File: config.mk
export PLATFORM = sky130hd
export DESIGN_NAME = fdc_host_if_flat
export DESIGN_NICKNAME = d
export VERILOG_FILES = /design/src/rtl/fdc_host_if_if.sv /design/src/rtl/fdc_host_if.sv /design/src/flat_wrapper.sv
export SDC_FILE = /design/constraint.sdc
export NUM_CORES = 1
export LEC_CHECK = 0
export BUFFER_PORTS_ARGS = -buffer_cell sky130_fd_sc_hd__buf_2
export CAP_MARGIN = 20
export CORE_MARGIN = 4
export CORE_UTILIZATION = 43
export CTS_BUF_LIST = sky130_fd_sc_hd__clkbuf_8
export CTS_CLUSTER_DIAMETER = 50
export DETAILED_ROUTE_END_ITERATION = 10
export HOLD_SLACK_MARGIN = 0.15
export PLACE_DENSITY_LB_ADDON = 0.08
export SYNTH_ARGS = -nofsm -noshare
export SYNTH_HDL_FRONTEND = slang
export SYNTH_SLANG_ARGS = --single-unit
File: constraint.sdc
create_clock -name clk -period 3.9 [get_ports clk]
set_clock_uncertainty 0.1 [all_clocks]
set_input_delay 0.39 -clock clk [delete_from_list [all_inputs] [get_ports clk]]
set_output_delay 0.39 -clock clk [all_outputs]
set_load 0.01 [all_outputs]
File: src/rtl/fdc_host_if_if.sv
// CPU-side bus bundle for the floppy controller host interface.
// master: CPU bus decode side, drives strobes/selects/data, receives read data.
// slave : fdc_host_if, receives strobes/selects/data, drives read data.
interface fdc_host_if_if;
  logic [1:0] a_sel;
  logic [7:0] d_in;
  logic       wr_n;
  logic       rd_n;
  logic       iorq_n;
  logic       cs_n;
  logic       csff_n;
  logic [7:0] dout;
  logic       oe_n;

  modport master (
    output a_sel, d_in, wr_n, rd_n, iorq_n, cs_n, csff_n,
    input  dout, oe_n
  );

  modport slave (
    input  a_sel, d_in, wr_n, rd_n, iorq_n, cs_n, csff_n,
    output dout, oe_n
  );
endinterface

File: src/rtl/fdc_host_if.sv
// Host interface for the floppy controller core: Beta-Disk system register
// (#FF), drive/side decode, motor-off hold timer, DRQ/INTRQ synchroniser and
// the status-read / data-access flags returned to the core.
// Optional macro FDC_SYSREG_READBACK_EN: when defined, a #FF read returns the
// low five system register bits in place of the constant ones.
module fdc_host_if #(
  parameter int                NUM_DRIVES  = 4,
  parameter int                SYNC_STAGES = 2,
  parameter int                TMO_W       = 16,
  parameter logic [TMO_W-1:0]  MOTOR_TMO   = 16'd50000
) (
  input  logic                  clk,
  input  logic                  reset,
  fdc_host_if_if.slave          bus,
  input  logic [7:0]            core_dout,
  input  logic                  core_drq,
  input  logic                  core_intrq,
  input  logic                  core_hld,
  output logic                  core_wr_en,
  output logic                  core_reset_n,
  output logic                  core_hrdy,
  output logic                  drq_r_dreg,
  output logic                  intrq_r_sreg,
  output logic                  fdc_side1,
  output logic                  fdc_motor,
  output logic [NUM_DRIVES-1:0] fdc_ds
);

  logic                   iow;
  logic                   iow_q;
  logic                   wr_pulse;
  logic [4:0]             sysreg;
  logic [4:0]             sysreg_nxt;
  logic [SYNC_STAGES-1:0] drq_sync;
  logic [SYNC_STAGES-1:0] intrq_sync;
  logic                   drq_s;
  logic                   intrq_s;
  logic                   sreg_set;
  logic                   dreg_set;
  logic [TMO_W-1:0]       motor_tmr;
  logic [7:0]             ff_rdata;
  logic [7:0]             dout_mux;
  logic                   unused_din;

  // Write to #FF: only the first cycle of a held strobe loads the register.
  assign iow        = ~bus.iorq_n & ~bus.wr_n & ~bus.csff_n;
  assign wr_pulse   = iow & ~iow_q;
  assign sysreg_nxt = wr_pulse ? bus.d_in[4:0] : sysreg;
  assign unused_din = ^bus.d_in[7:5];

  // System register and write-strobe edge detector.
  always_ff @(posedge clk) begin
    if (reset) begin
      sysreg <= '0;
      iow_q  <= 1'b0;
    end else begin
      sysreg <= sysreg_nxt;
      iow_q  <= iow;
    end
  end

  assign core_reset_n = sysreg[2];
  assign core_hrdy    = sysreg[3];
  assign fdc_side1    = ~sysreg[4];
  assign core_wr_en   = ~bus.cs_n & ~bus.wr_n & ~bus.iorq_n;

  // Synchronisers for the core's DRQ/INTRQ, which come from another clock domain.
  always_ff @(posedge clk) begin
    if (reset) begin
      drq_sync   <= '0;
      intrq_sync <= '0;
    end else begin
      drq_sync   <= {drq_sync[SYNC_STAGES-2:0], core_drq};
      intrq_sync <= {intrq_sync[SYNC_STAGES-2:0], core_intrq};
    end
  end

  assign drq_s   = drq_sync[SYNC_STAGES-1];
  assign intrq_s = intrq_sync[SYNC_STAGES-1];

  assign sreg_set = ~bus.iorq_n & ~bus.rd_n & ~bus.cs_n & (bus.a_sel == 2'b00);
  assign dreg_set = ~bus.iorq_n & (~bus.rd_n | ~bus.wr_n) & ~bus.cs_n & (bus.a_sel == 2'b11);

  // Access flags: a set only takes effect while the flag is clear; once set, the
  // flag follows its synchronised request down. Checking the incoming sysreg
  // value clears the flags on the same edge a write drops the core reset bit.
  always_ff @(posedge clk) begin
    if (reset || !sysreg_nxt[2]) begin
      intrq_r_sreg <= 1'b0;
      drq_r_dreg   <= 1'b0;
    end else begin
      intrq_r_sreg <= intrq_r_sreg ? intrq_s : sreg_set;
      drq_r_dreg   <= drq_r_dreg   ? drq_s   : dreg_set;
    end
  end

  // Motor hold timer: reloaded while head-load is requested, then counts to zero.
  always_ff @(posedge clk) begin
    if (reset) begin
      motor_tmr <= '0;
    end else if (core_hld) begin
      motor_tmr <= MOTOR_TMO;
    end else if (motor_tmr != '0) begin
      motor_tmr <= motor_tmr - TMO_W'(1);
    end
  end

  assign fdc_motor = core_hld | (motor_tmr != '0);

  // Drive select decode; select codes beyond the fitted drives leave all off.
  for (genvar i = 0; i < NUM_DRIVES; i++) begin : g_ds
    assign fdc_ds[i] = fdc_motor & (sysreg[1:0] == 2'(i));
  end

`ifdef FDC_SYSREG_READBACK_EN
  assign ff_rdata = {intrq_s, drq_s, 1'b1, sysreg};
`else
  assign ff_rdata = {intrq_s, drq_s, 6'h3F};
`endif

  // CPU read mux: controller registers take precedence over #FF.
  always_comb begin
    dout_mux = 8'hFF;
    if (!bus.rd_n && !bus.cs_n) begin
      dout_mux = core_dout;
    end else if (!bus.rd_n && !bus.csff_n) begin
      dout_mux = ff_rdata;
    end
  end

  assign bus.dout = dout_mux;
  assign bus.oe_n = ~(~bus.rd_n & (~bus.cs_n | ~bus.csff_n));

endmodule
File: src/flat_wrapper.sv
// flat-port wrapper written by rule: the top's interface ports become plain ports
module fdc_host_if_flat 
#(
  parameter int                NUM_DRIVES  = 4,
  parameter int                SYNC_STAGES = 2,
  parameter int                TMO_W       = 16,
  parameter logic [TMO_W-1:0]  MOTOR_TMO   = 16'd50000
)
  (clk, reset, core_dout, core_drq, core_intrq, core_hld, core_wr_en, core_reset_n, core_hrdy, drq_r_dreg, intrq_r_sreg, fdc_side1, fdc_motor, fdc_ds, bus_a_sel, bus_d_in, bus_wr_n, bus_rd_n, bus_iorq_n, bus_cs_n, bus_csff_n, bus_dout, bus_oe_n);
  fdc_host_if_if bus_i ();
  input  logic clk;
  input  logic reset;
  input  logic [7:0] core_dout;
  input  logic core_drq;
  input  logic core_intrq;
  input  logic core_hld;
  output logic core_wr_en;
  output logic core_reset_n;
  output logic core_hrdy;
  output logic drq_r_dreg;
  output logic intrq_r_sreg;
  output logic fdc_side1;
  output logic fdc_motor;
  output logic [NUM_DRIVES-1:0] fdc_ds;
  input wire logic [$bits(bus_i.a_sel)-1:0] bus_a_sel;
  input wire logic [$bits(bus_i.d_in)-1:0] bus_d_in;
  input wire logic [$bits(bus_i.wr_n)-1:0] bus_wr_n;
  input wire logic [$bits(bus_i.rd_n)-1:0] bus_rd_n;
  input wire logic [$bits(bus_i.iorq_n)-1:0] bus_iorq_n;
  input wire logic [$bits(bus_i.cs_n)-1:0] bus_cs_n;
  input wire logic [$bits(bus_i.csff_n)-1:0] bus_csff_n;
  output wire logic [$bits(bus_i.dout)-1:0] bus_dout;
  output wire logic [$bits(bus_i.oe_n)-1:0] bus_oe_n;
  assign bus_i.a_sel = bus_a_sel;
  assign bus_i.d_in = bus_d_in;
  assign bus_i.wr_n = bus_wr_n;
  assign bus_i.rd_n = bus_rd_n;
  assign bus_i.iorq_n = bus_iorq_n;
  assign bus_i.cs_n = bus_cs_n;
  assign bus_i.csff_n = bus_csff_n;
  assign bus_dout = bus_i.dout;
  assign bus_oe_n = bus_i.oe_n;
  fdc_host_if #(.NUM_DRIVES(NUM_DRIVES), .SYNC_STAGES(SYNC_STAGES), .TMO_W(TMO_W), .MOTOR_TMO(MOTOR_TMO)) u_core (.clk(clk), .reset(reset), .bus(bus_i), .core_dout(core_dout), .core_drq(core_drq), .core_intrq(core_intrq), .core_hld(core_hld), .core_wr_en(core_wr_en), .core_reset_n(core_reset_n), .core_hrdy(core_hrdy), .drq_r_dreg(drq_r_dreg), .intrq_r_sreg(intrq_r_sreg), .fdc_side1(fdc_side1), .fdc_motor(fdc_motor), .fdc_ds(fdc_ds));
endmodule
# After elaboration in Yosys (flattened, before gate mapping)
# Index checks and enable logic that the tools add are counted.
# totals
reg_bits	28
latch_bits	0
ram_bits	0
romBits	0
input_bits	28
output_inout_bits	20
word_cells	60
n_memories	0
# classes
addsub	1
mul	0
n_div	0
order_cmp	0
eq_ne	4
shifts	0
n_mux	7
n_bitwise	27
reduce_logical	12
# ops
cell	count
16-bit 2-to-1 mux	2
1-bit AND	16
8-bit 2-to-1 mux	2
16-bit nonzero test	1
16-bit by 1-bit subtractor with 16-bit output, second input constant	1
1-bit NOT	8
2-bit == test, second input constant	3
1-bit logical NOT	4
2-bit logical NOT	2
3-bit 2-to-1 mux	1
1-bit OR	3
2-bit by 1-bit == test with 1-bit output, second input constant	1
1-bit logical AND	2
1-bit 2-to-1 mux	2
2-bit nonzero test	1
2-bit OR reduction	1
1-bit logical OR	1

# Logic depth before layout (Yosys ltp)
# Gate-level depths: netlist (run 1).
# logic_depth
depth_word	7
ltp_mapped	7
ltp_nobuf	7

# Least setup slack after synthesis (run 1)
# Ideal clock, no wire load.
# synth_path
path_type	register to output
startpoint	register u_core.motor_tmr[0]
endpoint	output port fdc_ds[3]
t_arrival_ns	1.999
required_time_ns	3.410
slack_ns	1.411
path_stages_with_launch	8
path_buffers	0
path_cell_list	dfxtp_1 -> inv_1 -> ha_1 -> or3b_2 -> or4_4 -> nor2_2 -> inv_1 -> and3_1
# synth_between
elab_chain_len	3
# synth_rtl
element	line_no	text
start, declared	fdc_host_if.sv:40	logic [TMO_W-1:0] motor_tmr;
start signal, assigned	fdc_host_if.sv:104	motor_tmr <= motor_tmr - TMO_W'(1);
16-bit nonzero test	fdc_host_if.sv:108	assign fdc_motor = core_hld | (motor_tmr != '0);
1-bit OR	fdc_host_if.sv:108	
named net fdc_motor	flat_wrapper.sv:23	output logic fdc_motor;
1-bit AND	fdc_host_if.sv:112	assign fdc_ds[i] = fdc_motor & (sysreg[1:0] == 2'(i));
end, declared	flat_wrapper.sv:24	output logic [NUM_DRIVES-1:0] fdc_ds;
# The timed path passes the listed nets, and every way through them passes these cells.

# Worst setup path in the final report (run 1)
# layout_path
startpoint	register u_core.motor_tmr[0]
endpoint	output port fdc_ds[3]
# layout_between
elab_chain_len	3
# layout_rtl
element	line_no
16-bit nonzero test	fdc_host_if.sv:108
1-bit OR	fdc_host_if.sv:108
1-bit AND	fdc_host_if.sv:112
# No other way between the ends.

==> results of run 1 <==
## logic make-up (layout without fill, tap and decap cells)
| group | count (synthesis) | after routing |
|---|---|---|
| DFF | 28 | 28 |
| buffers and inverters | 12 | 54 |
| AOI/OAI and AO/OA | 34 | 34 |
| xor gates and xnor gates | 2 | 2 |
| adders and majority gates | 1 | 1 |
| and+or+nand+nor | 77 | 77 |
| muxes | 4 | 4 |
## flip-flops by register name, indices dropped and copies added (netlist names)
signal / flops
u_core.motor_tmr: 16
u_core.sysreg: 5
u_core.drq_sync: 2
u_core.intrq_sync: 2
u_core.drq_r_dreg: 1
u_core.intrq_r_sreg: 1
u_core.iow_q: 1
## worst reg2reg max path, stage by stage (launching register included)
cell     delay, ns
dfxtp_1       0.32
inv_1         0.08
ha_1          0.20
or3b_2        0.52
or3_4         0.37
or4_1         0.47
a31oi_1       0.19
## metal layers
layer | track usage | vias to the layer above | share of wire
li1 | - | 668 | -
met1 | 0.172 | 590 | 0.45
met2 | 0.253 | 40 | 0.46
met3 | 0.0281 | 4 | 0.073
met4 | 0.0633 | 0 | 0.012
met5 | 0 | - | 0
## power breakdown
part / switching (µW) / internal [µW] / leakage, µW
registers: 16.5 / 303 / 0.000230
clock network: 84.7 / 137 / 0.0000357
logic: 70.4 / 59.6 / 0.000411
total: 172 / 500 / 0.000677
## stage by stage
stage	worst slack, ns	cells
4_1_cts	0.934	243
6_report	0.956	244
2_1_floorplan	1.41	158
5_1_grt	0.803	244
3_5_place_dp	1.25	239
3_3_place_gp	1.29	239
## cells in the final DEF, fill, tap and decap left out, types with 2 or more instances in the layout
cell,Yosys,final
dfxtp_1,28,28
nor2b_1,4,4
a21oi_1,14,14
clkbuf_8,0,3
nor3b_1,3,3
buf_2,1,44
nor3_1,6,6
o31ai_1,6,6
nor4_2,2,2
or3_1,13,13
or4_4,2,2
nand2_1,3,3
nand3_1,2,2
or2_2,5,5
or4_1,10,10
nor4_1,3,3
o21ai_0,5,5
nor2_1,16,16
mux2i_1,4,4
a31oi_1,4,4
inv_1,5,5
## how the worst min path moves through the flow
stage | startpoint | to | slack [ns] | cells after the start
2_1_floorplan | u_core.drq_sync[0] | u_core.drq_sync[1] | 0.31 | 1
3_3_place_gp | u_core.intrq_sync[0] | u_core.intrq_sync[1] | 0.32 | 1
3_5_place_dp | u_core.drq_sync[0] | u_core.drq_sync[1] | 0.33 | 1
4_1_cts | bus_wr_n | u_core.iow_q | 0.21 | 2
5_1_grt | bus_wr_n | u_core.iow_q | 0.22 | 2
6_report | bus_wr_n | u_core.iow_q | 0.22 | 2
## final cells by class
cell class	instances	area, µm²
inverter	5	18.8
sequential	28	561
timing repair buffer	45	228
clock buffer	3	41.3
clock inverter	1	30.0
fill	310	1370
multi-input combinational	118	748
tap	44	55.1
==> impl_metrics.toml, run 1 <==
[outcome]
status = "finished clean"

[placement]
port_buffers = 44
dpl_cell_area_um2 = 1600
place.gp.congestion = 0.767
hpwl_mm = 2.27

[clocking]
clockBufferDepth = 2
cts_tree = "built"
cts-root-buf = "clkbuf_8"
clk_latency_ns = 0.27
hold_buffers = 0
htreeDepth = 1
clk_pin_slew_ns = 0.09
cts.sinks = 28
cts_buffers = 3
cts_setup_buffers = 0
cts-resized-gates = 0

[detailed_routing]
avgRoutedWirePerCell_um = 12.5
remaining_drc_errors = 0
vias_per_cell = 5.34
first_pass_iters = 4
drt_iter0_markers = 28
vias = 1302
antenna_left = 0
wl_mm = 3.05

[synthesis]
yosys_warnings = 0
yosysSeqAreaShare = 0.411
avgSynthCellArea_um2 = 8.62
synthCells = 158
yosys-top-cells-count = "dfxtp_1, nor2_1, a21oi_1"
synth-xor-area-share = 0.0129
netlist_area_um2 = 1360
synth_top_area_cell = "dfxtp_1"
synthesis.nets = 187
synthSimpleGateAreaFrac = 0.348
synth.top_cell.area_share = 0.411
synth_edf_count = 0
yosysMostFrequentCell = "dfxtp_1"
ys_ff_latch = 28
synth_compound_gate_area_share = 0.150
muxShareOfSynthArea = 0.0294
synth_top_family_by_area = "simple AND/OR/NAND/NOR gates"
synth-main-ff-cell = "dfxtp_1"
synth_adder_area_share = 0.00918
synthDistinctLibCells = 38
ys_top_cells_by_area = "dfxtp_1, or3_1, or4_1"
async_flop_share = 0

[worst_setup_path]
path_depth = 8
crit_family = "simple AND/OR/NAND/NOR gates"
rr_endpoint = "u_core.motor_tmr[14]"
path_cells = "inv_1, ha_1, or3b_2, or4_4, nor2_2, inv_1, and3_1, buf_2"
rr_worst_depth = 6
path_class = "register to primary output"
path_common_cell = "inv_1"
cp.required_ns = 3.41
r2r_start = "u_core.motor_tmr[0]"
crit_fanout = 5
reg2reg_setup_slack_ns = 1.57
crit_path_end_kind = "primary output"
crit_buf_inv = 3
cp-endpoint = "fdc_ds[3]"
crit_arrival_ns = 2.45
critPathMaxStageDelay_ns = 0.54
cp-start-kind = "register"
crit_path_start = "u_core.motor_tmr[0]"
slowest_stage = "or4_4"

[cells_and_area]
final_core_util = 0.551
antenna_cells = 0
final_cell_area_um2 = 1680
nets = 230
drive_gt1_frac = 0.305
area_growth_pct = 23.4

[grt]
grt_max_degree = 19
grt_usage = 0.145
grt_overflow = 0
grt_pass1_wl_mm = 4.84
antenna_found_initial = 0
grt_pass1_vias = 1098

[timing]
maxSlewHeadroom = 0.494
worst_pin_slew_ns = 0.753
hold_viol_final = 0
fin_tns_setup_ns = 0
timing.final.crit_share = 0.755
fmax_mhz = 340
holdWs_ns = 0.218
slew_viol_final = 0
rsz0062_at_grt = "false"
period_minus_slack_ns = 2.94
finalSetupViolCount = 0

[pwr]
peakVddDrop_mv = 0.241
power.leakage_uw = 0.000677
powerDensity_nw_per_um2 = 399
power_uw = 671

[floorplan]
fp.dieW_um = 64.3
initial_core_util = 0.446
io_pins = 48
die_h_um = 64.3
dieArea_um2 = 4130
num_rows = 20
core-area_um2 = 3050

[min_path]
hp-class = "input port to register"

[job]
cap_violations = 0
(Power assumes the default switching activity.)
==> inputs of run 2 (changes only) <==
clock period = 3.06 ns   (was 3.9 ns; I/O delays follow)
==> run 2 against run 1 <==
Total power increased by 19%. Critical path type unchanged. Sequential power increased by 28%. First-iteration DRC count increased by 68%. Largest cell class unchanged. Flip-flop and latch count unchanged.
==> impl_metrics.toml, run 2 (same netlist as run 1, synthesis figures left out) <==
[clocking]
htreeDepth = 1
cts_buffers = 3
cts.sinks = 28
cts-root-buf = "clkbuf_8"
cts-resized-gates = 0
hold_buffers = 4
cts_setup_buffers = 0
clk_latency_ns = 0.27
clk_pin_slew_ns = 0.09
clockBufferDepth = 2
cts_tree = "built"

[placement]
place.gp.congestion = 0.827
dp_cells = 240
port_buffers = 44
hpwl_mm = 2.36

[detailed_routing]
first_pass_iters = 4
routed-wl-met2_mm = 1.44
vias = 1338
drt-met1-wl_mm = 1.38
remaining_drc_errors = 0
antenna_left = 0
vias_per_cell = 5.40
wl_met3_um = 308
drt_iter0_markers = 47
avgRoutedWirePerCell_um = 12.8
highest_layer = "met4"
wl_mm = 3.18

[cells_and_area]
area_growth_pct = 25.2
regMostFlops = "u_core.motor_tmr"
layout_common_cells = "buf_2, dfxtp_1, nor2_1, a21oi_1, or3_1"
n_fill_cell = 313
antenna_cells = 0
drive_gt1_frac = 0.299
layout_commonest_cell = "buf_2"
reg_top3 = "u_core.motor_tmr: 16 flops, u_core.sysreg: 5 flops"
final-instance-count-excl-fill = 248
largest_register_ffs = 16
nets = 234

[timing]
timing.final.crit_share = 0.947
rsz0062_at_grt = "false"
fin_tns_setup_ns = 0
finalSetupViolCount = 0
maxSlewHeadroom = 0.482
hold_viol_final = 0
worst_pin_slew_ns = 0.771
slew_viol_final = 0
period_minus_slack_ns = 2.90
fmax_mhz = 345
holdWs_ns = 0.164

[grt]
grt_pass1_vias = 1241
grt_usage = 0.161
grt_pass1_wl_mm = 5.35
antenna_found_initial = 0
grt_max_degree = 19
grt_overflow = 0

[pwr]
peakVddDrop_mv = 0.278
powerDensity_nw_per_um2 = 469
power.leakage_uw = 0.000689

[worst_setup_path]
crit_path_end_kind = "primary output"
crit_fanout = 5
crit_arrival_ns = 2.49
cp.required_ns = 2.65
cp-start-kind = "register"
path_class = "register to primary output"

[floorplan]
fp.dieW_um = 64.3
die_h_um = 64.3
initial_core_util = 0.446
dieArea_um2 = 4130
core-area_um2 = 3050
num_rows = 20
io_pins = 48

[job]
cap_violations = 0

[min_path]
hp-class = "input port to register"

[outcome]
status = "finished clean"
-- run 2: cell types whose count changed in the layout (fill, tap and decap cells not counted) --
cell and delta:
dlygate4sd3_1 +4, bufinv_16 -1, clkbuf_8 +1
-- run 2: metal layers --
| layer | GRT usage | up-vias |
|---|---|---|
| met4 | 0.0844 | 0 |
| met3 | 0.0404 | 5 |
| li1 | - | 680 |
| met2 | 0.265 | 52 |
| met1 | 0.191 | 601 |
| met5 | 0 | - |
-- run 2: final cells by class --
class / instances / area [µm²] / share of cell area
Multi-Input combinational cell: 118 / 748 / 0.439
Sequential cell: 28 / 561 / 0.329
Timing Repair Buffer: 49 / 268 / 0.157
Clock buffer: 4 / 55.1 / 0.0323
Tap cell: 44 / 55.1 / 0.0323
Inverter: 5 / 18.8 / 0.0110
-- run 2: final timing paths --
check	startpoint	end	slack [ns]	depth (start not counted)
worst max-delay path	u_core.motor_tmr[0]	fdc_ds[3]	0.16	8
worst min-delay path	bus_d_in[0]	u_core.sysreg[0]	0.16	3
worst max register to register	u_core.motor_tmr[0]	u_core.motor_tmr[14]	0.74	6
worst min register to register	u_core.intrq_sync[0]	u_core.intrq_sync[1]	0.34	1
-- run 2: power by group --
group / leakage [µW] / switching [µW] / internal [µW]
clock network: 0.0000288 / 108 / 115
logic: 0.000430 / 90.4 / 78.9
registers: 0.000230 / 21.3 / 386
-- run 2: stage by stage --
stage / cell area, µm² / utilization / total power, µW / setup slack (ns)
floorplan: 1360 / - / 532 / 0.655
global placement: 1610 / 0.527 / 574 / 0.538
detailed placement: 1610 / 0.527 / 580 / 0.487
CTS: 1710 / 0.559 / 807 / 0.163
global route: 1710 / 0.559 / 850 / 0.0231
finish: 1710 / 0.559 / 800 / 0.163
-- run 2: worst max-delay path, stage by stage, from the launching register on --
cell     delay, ns
dfxtp_1       0.32
inv_1         0.09
ha_1          0.21
or3b_2        0.52
or4_4         0.54
nor2_2        0.16
inv_1         0.07
and3_1        0.17
buf_2         0.13
==> inputs of run 3 (changes only) <==
ABC_AREA = 1   (was not set)
SLEW_MARGIN = 0   (was not set)
==> run 3 against run 2 <==
Sequential power barely moved. Wire length up 2.6%. Via count increased by 7.2%. First-iteration DRC count increased by 4.3%. Sequential share of layout area is 2.3 points lower. Design area rose by 7.4%.
==> impl_metrics.toml, run 3 <==
[synthesis]
synth_top_area_cell = "dfxtp_1"
yosysMostFrequentCell = "nand2_1"
synth-main-ff-cell = "dfxtp_1"
ys_top_cells_by_area = "dfxtp_1, nand2_1, nor2_1"
synth.top_cell.area_share = 0.379
synthCells = 220
synthDistinctLibCells = 25
avgSynthCellArea_um2 = 6.72
yosysSeqAreaShare = 0.379
synth_edf_count = 0
netlist_area_um2 = 1480
yosys-top-cells-count = "nand2_1, nor2_1, inv_1"
synthesis.nets = 249
ys_ff_latch = 28
async_flop_share = 0
yosys_warnings = 0

[floorplan]
io_pins = 48
fp.dieW_um = 66.6
num_rows = 21
core-area_um2 = 3340
dieArea_um2 = 4440
initial_core_util = 0.443
die_h_um = 66.6

[worst_setup_path]
cp-start-kind = "register"
r2r_start = "u_core.motor_tmr[0]"
path_class = "register to primary output"
cp.required_ns = 2.65
crit_path_end_kind = "primary output"
rr_worst_depth = 7
reg2reg_setup_slack_ns = 1.46
crit_path_start = "u_core.motor_tmr[0]"
rr_endpoint = "u_core.motor_tmr[15]"
crit_arrival_ns = 1.72
crit_fanout = 7

[detailed_routing]
wl_mm = 3.27
antenna_left = 0
vias = 1435
vias_per_cell = 4.56
remaining_drc_errors = 0
first_pass_iters = 4
drt_iter0_markers = 49
avgRoutedWirePerCell_um = 10.4

[cells_and_area]
layout_common_cells = "nand2_1, buf_2, nor2_1, inv_1, dfxtp_1"
regMostFlops = "u_core.motor_tmr"
area_growth_pct = 24.0
largest_register_ffs = 16
layout_commonest_cell = "nand2_1"
reg_top3 = "u_core.motor_tmr: 16 flops, u_core.sysreg: 5 flops"
nets = 299
antenna_cells = 0
final_core_util = 0.549
drive_gt1_frac = 0.271
final-instance-count-excl-fill = 315

[timing]
finalSetupViolCount = 0
rsz0062_at_grt = "false"
worst_slack_ns = 0.935
fmax_mhz = 471
slew_viol_final = 0
worst_pin_slew_ns = 0.319
hold_viol_final = 0
timing.final.crit_share = 0.694
period_minus_slack_ns = 2.13
fin_tns_setup_ns = 0
maxSlewHeadroom = 0.787

[grt]
grt_pass1_wl_mm = 5.40
antenna_found_initial = 0
grt_max_degree = 18
grt_overflow = 0
grt_usage = 0.156
grt_pass1_vias = 1286

[job]
cap_violations = 0

[clocking]
cts-root-buf = "clkbuf_8"
cts_buffers = 3
htreeDepth = 1
cts_setup_buffers = 0
clk_pin_slew_ns = 0.09
cts-resized-gates = 0
clockBufferDepth = 2
cts_tree = "built"
cts.sinks = 28
clk_latency_ns = 0.27

[pwr]
p_int_uw = 587
netSwitchingPower_uw = 252
pwr-share-seq = 0.482
p_comb_frac = 0.251
power.leakage_uw = 0.000934
powerDensity_nw_per_um2 = 458
p_sw_frac = 0.300
pwr-share-clk = 0.267
peakVddDrop_mv = 0.204

[min_path]
holdPathStages = 3
whs_endpoint = "u_core.sysreg[4]"
hold_start = "bus_d_in[4]"
hp-class = "input port to register"

[placement]
dp_cells = 307
port_buffers = 44
place_ws_ns = 1.24
hpwl_mm = 2.52
place.gp.congestion = 0.859

[outcome]
status = "finished clean"
[run 3: critical path, cell delays in order (launching register included)]
cell and delay [ns]:
dfxtp_1 0.34, inv_1 0.10, ha_1 0.25, nand2_2 0.10
nor2_1 0.13, nand2_2 0.12, o21ai_1 0.14, inv_1 0.06
nand2_1 0.05, inv_1 0.03, buf_2 0.13
[run 3: worst max path at each step]
stage                end  slack (ns)
2_1_floorplan  fdc_ds[2]        1.47
3_3_place_gp   fdc_ds[1]        1.24
3_5_place_dp   fdc_ds[1]        1.24
4_1_cts        fdc_ds[1]        0.92
5_1_grt        fdc_ds[1]        0.76
6_report       fdc_ds[1]        0.93
[run 3: power by group through the flow]
stage | clock network (µW) | registers (µW) | logic (µW)
2_1_floorplan | 0 | 409 | 154
3_5_place_dp | 0 | 413 | 206
3_3_place_gp | 0 | 413 | 204
6_report | 224 | 404 | 210
5_1_grt | 240 | 408 | 244
4_1_cts | 231 | 404 | 211
[run 3: logic make-up (layout without fill, tap and decap cells)]
logic type / count (synthesis) / count (layout) / synth area share
buf+inv: 34 / 83 / 0.0914
fa+ha+maj: 1 / 1 / 0.00847
compound gates: 26 / 26 / 0.0991
flops: 28 / 28 / 0.379
xor+xnor: 3 / 3 / 0.0178
simple gates: 128 / 128 / 0.404
[run 3: layout make-up]
cell class              count  area [µm²]
repair buffers             48         260
inverters                  31         116
clock buffers               4        55.1
flip-flops and latches     28         561
multi-input cells         158         782
fillers                   349        1510
well taps                  46        57.6
[run 3: layer usage]
layer | routed length, µm | up-vias | global-route usage | part of all wire
met5 | 0 | - | 0 | 0
met3 | 262 | 7 | 0.0270 | 0.080
li1 | - | 789 | - | -
met1 | 1560 | 597 | 0.199 | 0.48
met2 | 1390 | 42 | 0.256 | 0.43
met4 | 59 | 0 | 0.0711 | 0.018
[run 3: what timing repair did]
action | in CTS | in global routing
endpoints found under the hold margin | 3 | 0
hold buffers | 4 | 0
setup endpoints to repair | 0 | 0
[run 3: metrics by stage]
stage / hold WS [ns] / power, µW / cell area (µm²)
after global placement: 0.292 / 617 / 1740
after detailed placement: 0.294 / 619 / 1740
after CTS: 0.198 / 846 / 1830
after floorplan: 0.278 / 563 / 1480
final: 0.204 / 839 / 1830
after global routing: 0.215 / 893 / 1830
